### config.mk
export PLATFORM = sky130hd
export DESIGN_NAME = cond_flag_unit_flat
export DESIGN_NICKNAME = d
export VERILOG_FILES = /design/src/rtl/cond_flag_unit_if.sv /design/src/rtl/cond_flag_unit.sv /design/src/flat_wrapper.sv
export SDC_FILE = /design/constraint.sdc
export NUM_CORES = 1
export LEC_CHECK = 0
export ABC_CLOCK_PERIOD_IN_PS = 3700
export CORE_MARGIN = 3
export CORE_UTILIZATION = 30
export CTS_BUF_LIST = sky130_fd_sc_hd__clkbuf_4 sky130_fd_sc_hd__clkbuf_8
export CTS_CLUSTER_DIAMETER = 120
export DETAILED_ROUTE_END_ITERATION = 16
export PLACE_DENSITY_LB_ADDON = 0.05
export RECOVER_POWER = 50
export SETUP_SLACK_MARGIN = 0.05
export SLEW_MARGIN = 25
export SYNTH_ARGS = -nofsm -noshare
export SYNTH_HDL_FRONTEND = slang
export SYNTH_SLANG_ARGS = --single-unit
### constraint.sdc
create_clock -name clk -period 3.7 [get_ports clk]
set_input_delay 0.74 -clock clk [delete_from_list [all_inputs] [get_ports clk]]
set_output_delay 0.74 -clock clk [all_outputs]
set_load 0.01 [all_outputs]
### src/rtl/cond_flag_unit_if.sv
// Bundle between the controller/ALU side and the condition-and-flags unit.
// The master drives the instruction/strobe inputs; the slave returns gated strobes, flags and counters.
interface cond_flag_unit_if #(
  parameter int CNT_W = 32
);
  logic             InstrValid;
  logic [3:0]       Cond;
  logic [3:0]       ALUFlags;
  logic [1:0]       FlagW;
  logic             PCS;
  logic             RegW;
  logic             MemW;
  logic             NoWrite;
  logic             CntClr;
  logic             CondEx;
  logic             PCSrc;
  logic             RegWrite;
  logic             MemWrite;
  logic [3:0]       Flags;
  logic [CNT_W-1:0] ExecCount;
  logic [CNT_W-1:0] SkipCount;

  modport master (
    output InstrValid, Cond, ALUFlags, FlagW, PCS, RegW, MemW, NoWrite, CntClr,
    input  CondEx, PCSrc, RegWrite, MemWrite, Flags, ExecCount, SkipCount
  );

  modport slave (
    input  InstrValid, Cond, ALUFlags, FlagW, PCS, RegW, MemW, NoWrite, CntClr,
    output CondEx, PCSrc, RegWrite, MemWrite, Flags, ExecCount, SkipCount
  );
endinterface

### src/rtl/cond_flag_unit.sv
// Condition-and-flags unit: stored NZCV flags, condition evaluation, write-strobe gating
// and saturating executed/skipped instruction counters.
module cond_flag_unit #(
  parameter int CNT_W = 32
) (
  input logic             clk,
  input logic             reset,
  cond_flag_unit_if.slave bus
);

  localparam logic [CNT_W-1:0] CNT_ZERO = {CNT_W{1'b0}};
  localparam logic [CNT_W-1:0] CNT_ONE  = {{(CNT_W-1){1'b0}}, 1'b1};
  localparam logic [CNT_W-1:0] CNT_MAX  = {CNT_W{1'b1}};

  // Condition field evaluated against the flags held before this cycle's update.
  function automatic logic cond_pass(input logic [3:0] cond, input logic [3:0] flags);
    logic n, z, c, v;
    logic res;
    n = flags[3];
    z = flags[2];
    c = flags[1];
    v = flags[0];
    case (cond)
      4'b0000: res = z;
      4'b0001: res = ~z;
      4'b0010: res = c;
      4'b0011: res = ~c;
      4'b0100: res = n;
      4'b0101: res = ~n;
      4'b0110: res = v;
      4'b0111: res = ~v;
      4'b1000: res = c & ~z;
      4'b1001: res = ~c | z;
      4'b1010: res = (n == v);
      4'b1011: res = (n != v);
      4'b1100: res = ~z & (n == v);
      4'b1101: res = z | (n != v);
      4'b1110: res = 1'b1;
      default: res = 1'b0;
    endcase
    return res;
  endfunction

  logic [3:0]       flags_q, flags_d;
  logic [CNT_W-1:0] exec_q, exec_d;
  logic [CNT_W-1:0] skip_q, skip_d;
  logic             cond_ex_s;
  logic             ok_s;
  logic             skip_s;

  // Next-state for flags and counters; the N,Z and C,V groups update independently.
  always_comb begin
    cond_ex_s = cond_pass(bus.Cond, flags_q);
    ok_s      = bus.InstrValid & cond_ex_s;
    skip_s    = bus.InstrValid & ~cond_ex_s;
    flags_d   = flags_q;
    exec_d    = exec_q;
    skip_d    = skip_q;

    if (ok_s && bus.FlagW[1]) begin
      flags_d[3:2] = bus.ALUFlags[3:2];
    end else begin
      flags_d[3:2] = flags_q[3:2];
    end

    if (ok_s && bus.FlagW[0]) begin
      flags_d[1:0] = bus.ALUFlags[1:0];
    end else begin
      flags_d[1:0] = flags_q[1:0];
    end

    // Clear wins over increment; increments stop at all-ones rather than wrapping.
    if (bus.CntClr) begin
      exec_d = CNT_ZERO;
      skip_d = CNT_ZERO;
    end else begin
      if (ok_s && (exec_q != CNT_MAX)) begin
        exec_d = exec_q + CNT_ONE;
      end else begin
        exec_d = exec_q;
      end
      if (skip_s && (skip_q != CNT_MAX)) begin
        skip_d = skip_q + CNT_ONE;
      end else begin
        skip_d = skip_q;
      end
    end
  end

  // State registers with synchronous reset taking priority over every other update.
  always_ff @(posedge clk) begin
    if (reset) begin
      flags_q <= 4'b0000;
      exec_q  <= CNT_ZERO;
      skip_q  <= CNT_ZERO;
    end else begin
      flags_q <= flags_d;
      exec_q  <= exec_d;
      skip_q  <= skip_d;
    end
  end

  assign bus.CondEx    = cond_ex_s;
  assign bus.PCSrc     = bus.PCS & ok_s;
  assign bus.RegWrite  = bus.RegW & ok_s & ~bus.NoWrite;
  assign bus.MemWrite  = bus.MemW & ok_s;
  assign bus.Flags     = flags_q;
  assign bus.ExecCount = exec_q;
  assign bus.SkipCount = skip_q;

endmodule
### src/flat_wrapper.sv
// flat-port wrapper written by rule: the top's interface ports become plain ports
module cond_flag_unit_flat 
#(
  parameter int CNT_W = 32
)
  (clk, reset, bus_InstrValid, bus_Cond, bus_ALUFlags, bus_FlagW, bus_PCS, bus_RegW, bus_MemW, bus_NoWrite, bus_CntClr, bus_CondEx, bus_PCSrc, bus_RegWrite, bus_MemWrite, bus_Flags, bus_ExecCount, bus_SkipCount);
  cond_flag_unit_if #(.CNT_W(CNT_W)) bus_i ();
  input logic clk;
  input logic reset;
  input wire logic [$bits(bus_i.InstrValid)-1:0] bus_InstrValid;
  input wire logic [$bits(bus_i.Cond)-1:0] bus_Cond;
  input wire logic [$bits(bus_i.ALUFlags)-1:0] bus_ALUFlags;
  input wire logic [$bits(bus_i.FlagW)-1:0] bus_FlagW;
  input wire logic [$bits(bus_i.PCS)-1:0] bus_PCS;
  input wire logic [$bits(bus_i.RegW)-1:0] bus_RegW;
  input wire logic [$bits(bus_i.MemW)-1:0] bus_MemW;
  input wire logic [$bits(bus_i.NoWrite)-1:0] bus_NoWrite;
  input wire logic [$bits(bus_i.CntClr)-1:0] bus_CntClr;
  output wire logic [$bits(bus_i.CondEx)-1:0] bus_CondEx;
  output wire logic [$bits(bus_i.PCSrc)-1:0] bus_PCSrc;
  output wire logic [$bits(bus_i.RegWrite)-1:0] bus_RegWrite;
  output wire logic [$bits(bus_i.MemWrite)-1:0] bus_MemWrite;
  output wire logic [$bits(bus_i.Flags)-1:0] bus_Flags;
  output wire logic [$bits(bus_i.ExecCount)-1:0] bus_ExecCount;
  output wire logic [$bits(bus_i.SkipCount)-1:0] bus_SkipCount;
  assign bus_i.InstrValid = bus_InstrValid;
  assign bus_i.Cond = bus_Cond;
  assign bus_i.ALUFlags = bus_ALUFlags;
  assign bus_i.FlagW = bus_FlagW;
  assign bus_i.PCS = bus_PCS;
  assign bus_i.RegW = bus_RegW;
  assign bus_i.MemW = bus_MemW;
  assign bus_i.NoWrite = bus_NoWrite;
  assign bus_i.CntClr = bus_CntClr;
  assign bus_CondEx = bus_i.CondEx;
  assign bus_PCSrc = bus_i.PCSrc;
  assign bus_RegWrite = bus_i.RegWrite;
  assign bus_MemWrite = bus_i.MemWrite;
  assign bus_Flags = bus_i.Flags;
  assign bus_ExecCount = bus_i.ExecCount;
  assign bus_SkipCount = bus_i.SkipCount;
  cond_flag_unit #(.CNT_W(CNT_W)) u_core (.clk(clk), .reset(reset), .bus(bus_i));
endmodule
* Word-level counts from Yosys, hierarchy flattened *
Index checks and enable logic that the tools add are counted.

word-level totals
  output and inout bits = 72
  logic and storage cells = 47
  register bits = 68

cells by class
  eq/ne operators = 18
  muxes and demuxes = 1
  reduce and logical (&&, ||, !) cells = 6
  bitwise gates (word level) = 16
  $add $sub $neg = 2

operators with widths
  cell                   count
  $add 32x1->32 const B  2
  $ne 32x32->1 const B   2
  $eq 4x4->1 const B     7
  $eq 4x3->1 const B     4
  $pmux 1 s15            1
  $and 1x1->1            8
  $eq 4x2->1 const B     2
  $not 1->1              6
  $eq 4x1->1 const B     1
  $logic_and 1x1->1      4
  $logic_not 4->1        1
  $or 1x1->1             2
  $reduce_or 2->1        1
  $eq 1x1->1             1
  $ne 1x1->1             1

* Logic depth before layout (Yosys ltp) *
Gate-level depths: netlist of run 1.

  depth after elaboration = 6
  mapped depth = 10

* Least setup slack after synthesis of run 1 *
OpenSTA, ideal clock, no wires.

  kind = input to output
  from = input bus_Cond[2]
  to = output bus_MemWrite
  required time = 2,960 ps
  setup slack = 484 ps
  data arrival time = 2,476 ps
  stages = 9
  buffers on the path = 3
  cell sequence = buf_2 -> and3b_1 -> a22oi_2 -> mux2i_2 -> nor3_4 -> inv_2 -> buf_2 -> buf_1 -> and3_1

between the ends
  cells in the longest elaborated chain, start to end = 4
  elaborated cells on any way between the ends = 18

ends and longest elaborated chain
  what                                line                   source
  start: declaration                  flat_wrapper.sv:11     input wire logic [$bits(bus_i.Cond)-1:0] bus_Cond;
  $eq 4x4->1 (tied with other cells)  cond_flag_unit.sv:23   case (cond)
  $pmux 1 s15 *                       cond_flag_unit.sv:23
  via bus_CondEx                      flat_wrapper.sv:19     output wire logic [$bits(bus_i.CondEx)-1:0] bus_CondEx;
  $and 1x1->1 *                       cond_flag_unit.sv:54   ok_s = bus.InstrValid & cond_ex_s;
  $and 1x1->1 *                       cond_flag_unit.sv:106  assign bus.MemWrite = bus.MemW & ok_s;
  end: declaration                    flat_wrapper.sv:22     output wire logic [$bits(bus_i.MemWrite)-1:0] bus_MemWrite;

Mark *: on every way through the listed nets, which the timed path passes. The rest lies on a longest branch.

* Worst setup path after layout of run 1 *
  from = input bus_Cond[2]
  to = output bus_RegWrite

between the ends
  cells in the longest elaborated chain, start to end = 5
  elaborated cells on any way between the ends = 19

ends and longest elaborated chain
  what                                line                   source
  $eq 4x4->1 (tied with other cells)  cond_flag_unit.sv:23
  $pmux 1 s15 *                       cond_flag_unit.sv:23
  $and 1x1->1 *                       cond_flag_unit.sv:54
  $and 1x1->1 * (2 in a row)          cond_flag_unit.sv:105  assign bus.RegWrite = bus.RegW & ok_s & ~bus.NoWrite;
  end: declaration                    flat_wrapper.sv:21     output wire logic [$bits(bus_i.RegWrite)-1:0] bus_RegWrite;

Every way passes the cells marked *; elsewhere a longest branch is shown, timed or not.

==> results of run 1 <==
-- synthesized netlist by cell type (5+ instances only) --
cell and instances:
a21oi_1 49, a31o_2 5, and3_1 21, buf_2 13, clkbuf_1 17, dfxtp_1 68, inv_1 10, mux2i_1 7
nand2_1 38, nand3_1 26, nand4_1 35, nor2_1 16, nor3_1 6, nor4_1 8, o211ai_1 8, o21ai_0 18
o31ai_1 27, o41ai_1 5, or3_1 26, or4_1 31
-- state kept, by name, summed over array words and instances, names as in the netlist --
signal and flops:
u_core.bus.ExecCount 32, u_core.bus.Flags 4, u_core.bus.SkipCount 32
-- through the flow --
stage | TNS [ns] | instances
after floorplan | 0 | 486
after global placement | 0 | 728
after detailed placement | -0.234 | 728
after CTS | 0 | 743
after global routing | 0 | 744
final | 0 | 744
-- worst max-delay path: stages --
cell and delay, ns:
dlygate4sd2_1 0.34, and3b_1 0.23, a22oi_2 0.16, mux2i_2 0.23, buf_4 0.18, o31ai_4 0.08, nor3b_1 0.18, clkdlybuf4s50_1 0.57
-- worst max path at each step --
| stage | endpoint | slack [ns] | cells after the start |
|---|---|---|---|
| 3_5_place_dp | bus_RegWrite | -0.07 | 8 |
| 6_report | bus_RegWrite | 0.24 | 8 |
| 4_1_cts | bus_RegWrite | 0.06 | 9 |
| 3_3_place_gp | bus_RegWrite | 0.01 | 7 |
| 5_1_grt | bus_MemWrite | 0.13 | 9 |
| 2_1_floorplan | bus_MemWrite | 0.48 | 9 |
-- area by class of cell --
type                            count  share of cell area (%)
Multi-Input combinational cell    373                    45.8
Sequential cell                    68                    25.9
Timing Repair Buffer              109                    20.1
Tap cell                          168                    4.00
Inverter                           11                   0.786
Clock inverter                      2                   0.191
Clock buffer                       13                    3.17
-- power groups by stage --
stage	combinational [mW]	clock (mW)	sequential (mW)
finish	0.171	0.577	0.739
global route	0.188	0.629	0.740
CTS	0.170	0.600	0.739
detailed placement	0.167	0	0.756
global placement	0.166	0	0.756
floorplan	0.0925	0	0.756
-- what timing repair did --
action / in CTS / in global routing
gates resized for setup: 5 / 10
pin swaps: 1 / 1
buffers inserted: 0 / 1
endpoints found under the setup margin: 4 / 4
-- logic make-up (layout without fill, tap and decap cells) --
group	after synthesis	in the layout	synth area share [%]
simple gates	232	232	35.4
mux	8	8	2.15
buf+inv	45	135	4.98
compound gates	129	129	21.5
xor+xnor	2	2	0.450
flops	68	68	35.0
fa+ha+maj	2	2	0.642
-- per-layer routing --
layer | wire length, µm | track usage, % | part of all wire (%) | vias up
met3 | 511 | 3.44 | 4.1 | 13
met1 | 6020 | 23.1 | 49 | 2027
met4 | 201 | 6.37 | 1.6 | 0
met2 | 5620 | 27.6 | 45 | 103
li1 | - | - | - | 2087
met5 | 0 | 0 | 0 | -
==> reports/metrics.cfg, run 1 <==
[setup_path]
arrival_ns=2.72
startpoint=bus_Cond[2]
r2r_setup_slack_ns=0.93
reg2regPathDepth=6
critPathLaunchType=input port
worstReg2RegStart=u_core.bus.SkipCount[2]
setup.worst_path.end_class=output pin
crit_path_max_fanout=10
r2r-end=u_core.bus.SkipCount[10]
setup.worst_path.class=input port to output pin
crit_required_ns=2.96

[sta]
slew_headroom_pct=33.5
finalCritPeriodShare_pct=93.4
hold_ws_ns=0.491
worst_slew_pin_slew_ns=0.998
slew_violations=0
setup_ws_ns=0.244
clock_skew_ns=0.00880
rsz0062_at_grt=no
finalSetupViolCount=0
hold_viol=0
fmax_ghz=0.289
fin_crit_ns=3.46

[power]
p_sw_uw=397
switching_share_pct=26.7
combPwrFrac_pct=11.5
ir_drop_v=0.000131
leakagePower_nw=1.94
cellPowerDensity_nw_per_um2=283
p_clk_share_pct=38.8
p_int_mw=1.09
power_mw=1.49
seqPwrFrac_pct=49.7

[yosys]
async_flop_share_pct=0
synth_area_leaders=dfxtp_1 35%, a21oi_1 6.3%, or4_1 6.0%, nand4_1 5.6%, o31ai_1 5.2%
synth_edf_count=0
syn_inst=486
synth.distinct_cells=53
syn_area_um2=3890
yosysWarningCount=0
synth.avg_cell_area_um2=8.01
synth_nets=506
yosysTopAreaCell=dfxtp_1
ys_ff_latch=68
synth_flop_cell=dfxtp_1
synth_seq_area_share_pct=35.0
synth_top_area_share_pct=35.0

[clock_tree]
clk_pin_slew_ns=0.07
cts-root-buf=clkbuf_8
h-tree-depth=3
ctsHoldBuffers=0
clock_latency_ns=0.36
clk_path_buf_depth=2
cts_buffers=9
cts_tree=done
numClockSinks=68

[layout]
final_nets=592
diodes=0
multi_input_area_um2=2410
design_area_um2=5250
area.growth.synth_to_final_pct=34.9
drive_gt1_share_pct=9.55
final_core_util_pct=42.5
ff_latch_area_um2=1360
final_cell_mix=68 x dlygate4sd3_1, 68 x dfxtp_1, 49 x a21oi_1, 38 x nand2_1, 35 x nand4_1
nFillCells=1292

[min_path]
hp-class=register to register
whs_path_depth=2
hold_start=u_core.bus.SkipCount[5]
min_to=u_core.bus.SkipCount[5]

[floorplan]
die_width_um=120
fp.dieH_um=120
die-area_um2=14400
num_io_pins=90
placementRows=40
core_um2=12400
start_util_pct=31.5

[place]
hpwlAfterDp_um=8470
pre_cts_ws_ns=-0.0730
io_buffers=89
finalWeightedCongestion=0.788
place_area_um2=5010

[detailed_routing]
first_pass_iters=5
vias=4230
routed_wl_um=12400
wl_per_cell_um=16.6
drc=0
final_antenna_net_count=0
drt_iter0_drc=215
vias_per_cell=5.69

[grt]
grt_usage_pct=17.3
grt_pass1_wl_um=20500
grt_pass1_vias=4041
grt_max_degree=67
grt_remaining_overflow=0
antenna_found_initial=0

[run_status]
status=completed

[flow_run]
cap_violations=0

Power figures use the tool's default switching activity.
==> run 2: changes to the inputs <==
- DONT_BUFFER_PORTS: unset -> 1
==> run 2 against run 1 <==
Effect of this change: global-route usage decreased by 0.48 points; clock-buffer cell count grew 1; sequential power about the same; core utilization shrank 8.3 points; total power down 1.5%; highest routed layer unchanged; clock skew barely moved; die area is the same; clock power rose by 6.4%; combinational power is 35% lower.
==> reports/metrics.cfg, run 2 (synthesis results as in run 1) <==
[run_status]
status=completed  ; unchanged

[sta]
slew_violations=0  ; unchanged
rsz0062_at_grt=no  ; unchanged
worst_slew_pin_slew_ns=0.785  ; was 0.998 ns
fin_crit_ns=3.26  ; was 3.46 ns
fmax_ghz=0.307  ; was 0.289 GHz
hold_ws_ns=0.453  ; was 0.491 ns
finalSetupViolCount=0  ; unchanged
setup_ws_ns=0.440  ; was 0.244 ns
finalCritPeriodShare_pct=88.1  ; was 93.4%
finalSetupTns_ns=0  ; unchanged
hold_viol=0  ; unchanged
clock_skew_ns=0.00835  ; was 0.00880 ns
slew_headroom_pct=47.6  ; was 33.5%

[grt]
grt_remaining_overflow=0  ; unchanged
grt_max_degree=63  ; was 67
antenna_found_initial=0  ; unchanged
grt_pass1_wl_um=19400  ; was 20,500 µm
grt_usage_pct=16.8  ; was 17.3%
grt_pass1_vias=3528  ; was 4,041

[floorplan]
core_um2=12400  ; unchanged
die_width_um=120  ; unchanged
fp.dieH_um=120  ; unchanged
num_io_pins=90  ; unchanged
die-area_um2=14400  ; unchanged
start_util_pct=31.5  ; unchanged
placementRows=40  ; unchanged

[clock_tree]
cts_buffers=9  ; unchanged
cts_resized=0  ; was 5
h-tree-depth=3  ; unchanged
cts-root-buf=clkbuf_8  ; unchanged
post_cts_buffers=0  ; unchanged
numClockSinks=68  ; unchanged
ctsHoldBuffers=0  ; unchanged
cts_tree=done  ; unchanged
clock_latency_ns=0.36  ; about the same
clk_pin_slew_ns=0.07  ; about the same
clk_path_buf_depth=2  ; unchanged

[flow_run]
cap_violations=0  ; unchanged

[setup_path]
critPathLaunchType=register  ; was input port
crit_path_max_fanout=23  ; was 10
worstReg2RegStart=u_core.bus.Flags[3]  ; was u_core.bus.SkipCount[2]
crit_required_ns=2.96  ; about the same
setup.worst_path.end_class=output pin  ; unchanged
setup.worst_path.class=register to output pin  ; was input port to output pin
arrival_ns=2.52  ; was 2.72 ns
startpoint=u_core.bus.Flags[3]  ; was bus_Cond[2]

[power]
ir_drop_v=0.000184  ; was 0.000131 V
cellPowerDensity_nw_per_um2=347  ; was 283 nW/µm²
leakagePower_nw=1.28  ; was 1.94 nW
power_mw=1.47  ; was 1.49 mW

[detailed_routing]
final_antenna_net_count=0  ; unchanged
routed_wl_um=12000  ; was 12,400 µm
wl_per_cell_um=18.7  ; was 16.6 µm
vias_per_cell=5.93  ; was 5.69
drt_iter0_drc=237  ; was 215
drc=0  ; unchanged
vias=3802  ; was 4,230
first_pass_iters=4  ; was 5

[min_path]
hold_start=reset  ; was u_core.bus.SkipCount[5]
hp-class=input port to register  ; was register to register

[place]
finalWeightedCongestion=0.763  ; was 0.788
hpwlAfterDp_um=8160  ; was 8470 µm
pre_cts_ws_ns=0.735  ; was -0.0730 ns
dp.cells=626  ; was 728
place_area_um2=4030  ; was 5010 µm²
io_buffers=0  ; was 89

[layout]
design_area_um2=4230  ; was 5250 µm²
final_core_util_pct=34.2  ; was 42.5%
diodes=0  ; unchanged
area.growth.synth_to_final_pct=8.48  ; was 34.9%
final_nets=489  ; was 592
final_cell_mix=68 x dfxtp_1, 49 x a21oi_1, 38 x nand2_1, 35 x nand4_1, 31 x or4_1  ; was 68 x dlygate4sd3_1, 68 x dfxtp_1, 49 x a21oi_1, 38 x nand2_1, 35 x nand4_1
layout_commonest_cell=dfxtp_1
instances_no_fill=641  ; was 744
drive_gt1_share_pct=7.82  ; was 9.55%

## run 2: cell types whose count changed in the layout (fill, tap and decap cells not counted), sizes merged
cell           change
dlygate4sd2        -1
buf               -13
clkdlybuf4s50     -17
dlygate4sd3       -68
dlymetal6s2s       -3
clkinv             -1
## run 2: final timing paths
kind                                            endpoint  slack (ns)  cells after the start
worst max-delay path                        bus_MemWrite        0.44                      6
worst min-delay path                 u_core.bus.Flags[3]        0.45                      1
worst max register to register  u_core.bus.ExecCount[25]        1.03                      7
worst min register to register   u_core.bus.SkipCount[5]        0.56                      2
## run 2: layout make-up
type | count | area (µm²)
clock inverter | 1 | 5.00
clock buffer | 14 | 186
tap | 168 | 210
inverter | 11 | 41.3
sequential | 68 | 1360
timing repair buffer | 6 | 57.6
fill | 1323 | 8140
multi-input combinational | 373 | 2360
## run 2: per-layer routing
metal  up-vias  track usage [%]  routed length, µm
li1       1881                -                  -
met1      1802             21.4               5480
met2       112             26.5               5390
met3         7             6.83                968
met4         0             4.22                145
met5         -                0                  0
## run 2: critical path: stages, from the launching register on
cell and delay [ns]:
dfxtp_1 0.53, xnor2_1 0.14, a22oi_2 0.18, mux2i_1 0.60, nor3_4 0.11, inv_2 0.32, and3_1 0.27
## run 2: report_power, final
group          leakage (nW)  switching, mW  internal (mW)  total, mW
sequential            0.548        0.00683          0.734      0.741
combinational         0.633         0.0804         0.0306      0.111
clock                 0.102          0.293          0.320      0.614
total                  1.28          0.381           1.08       1.47
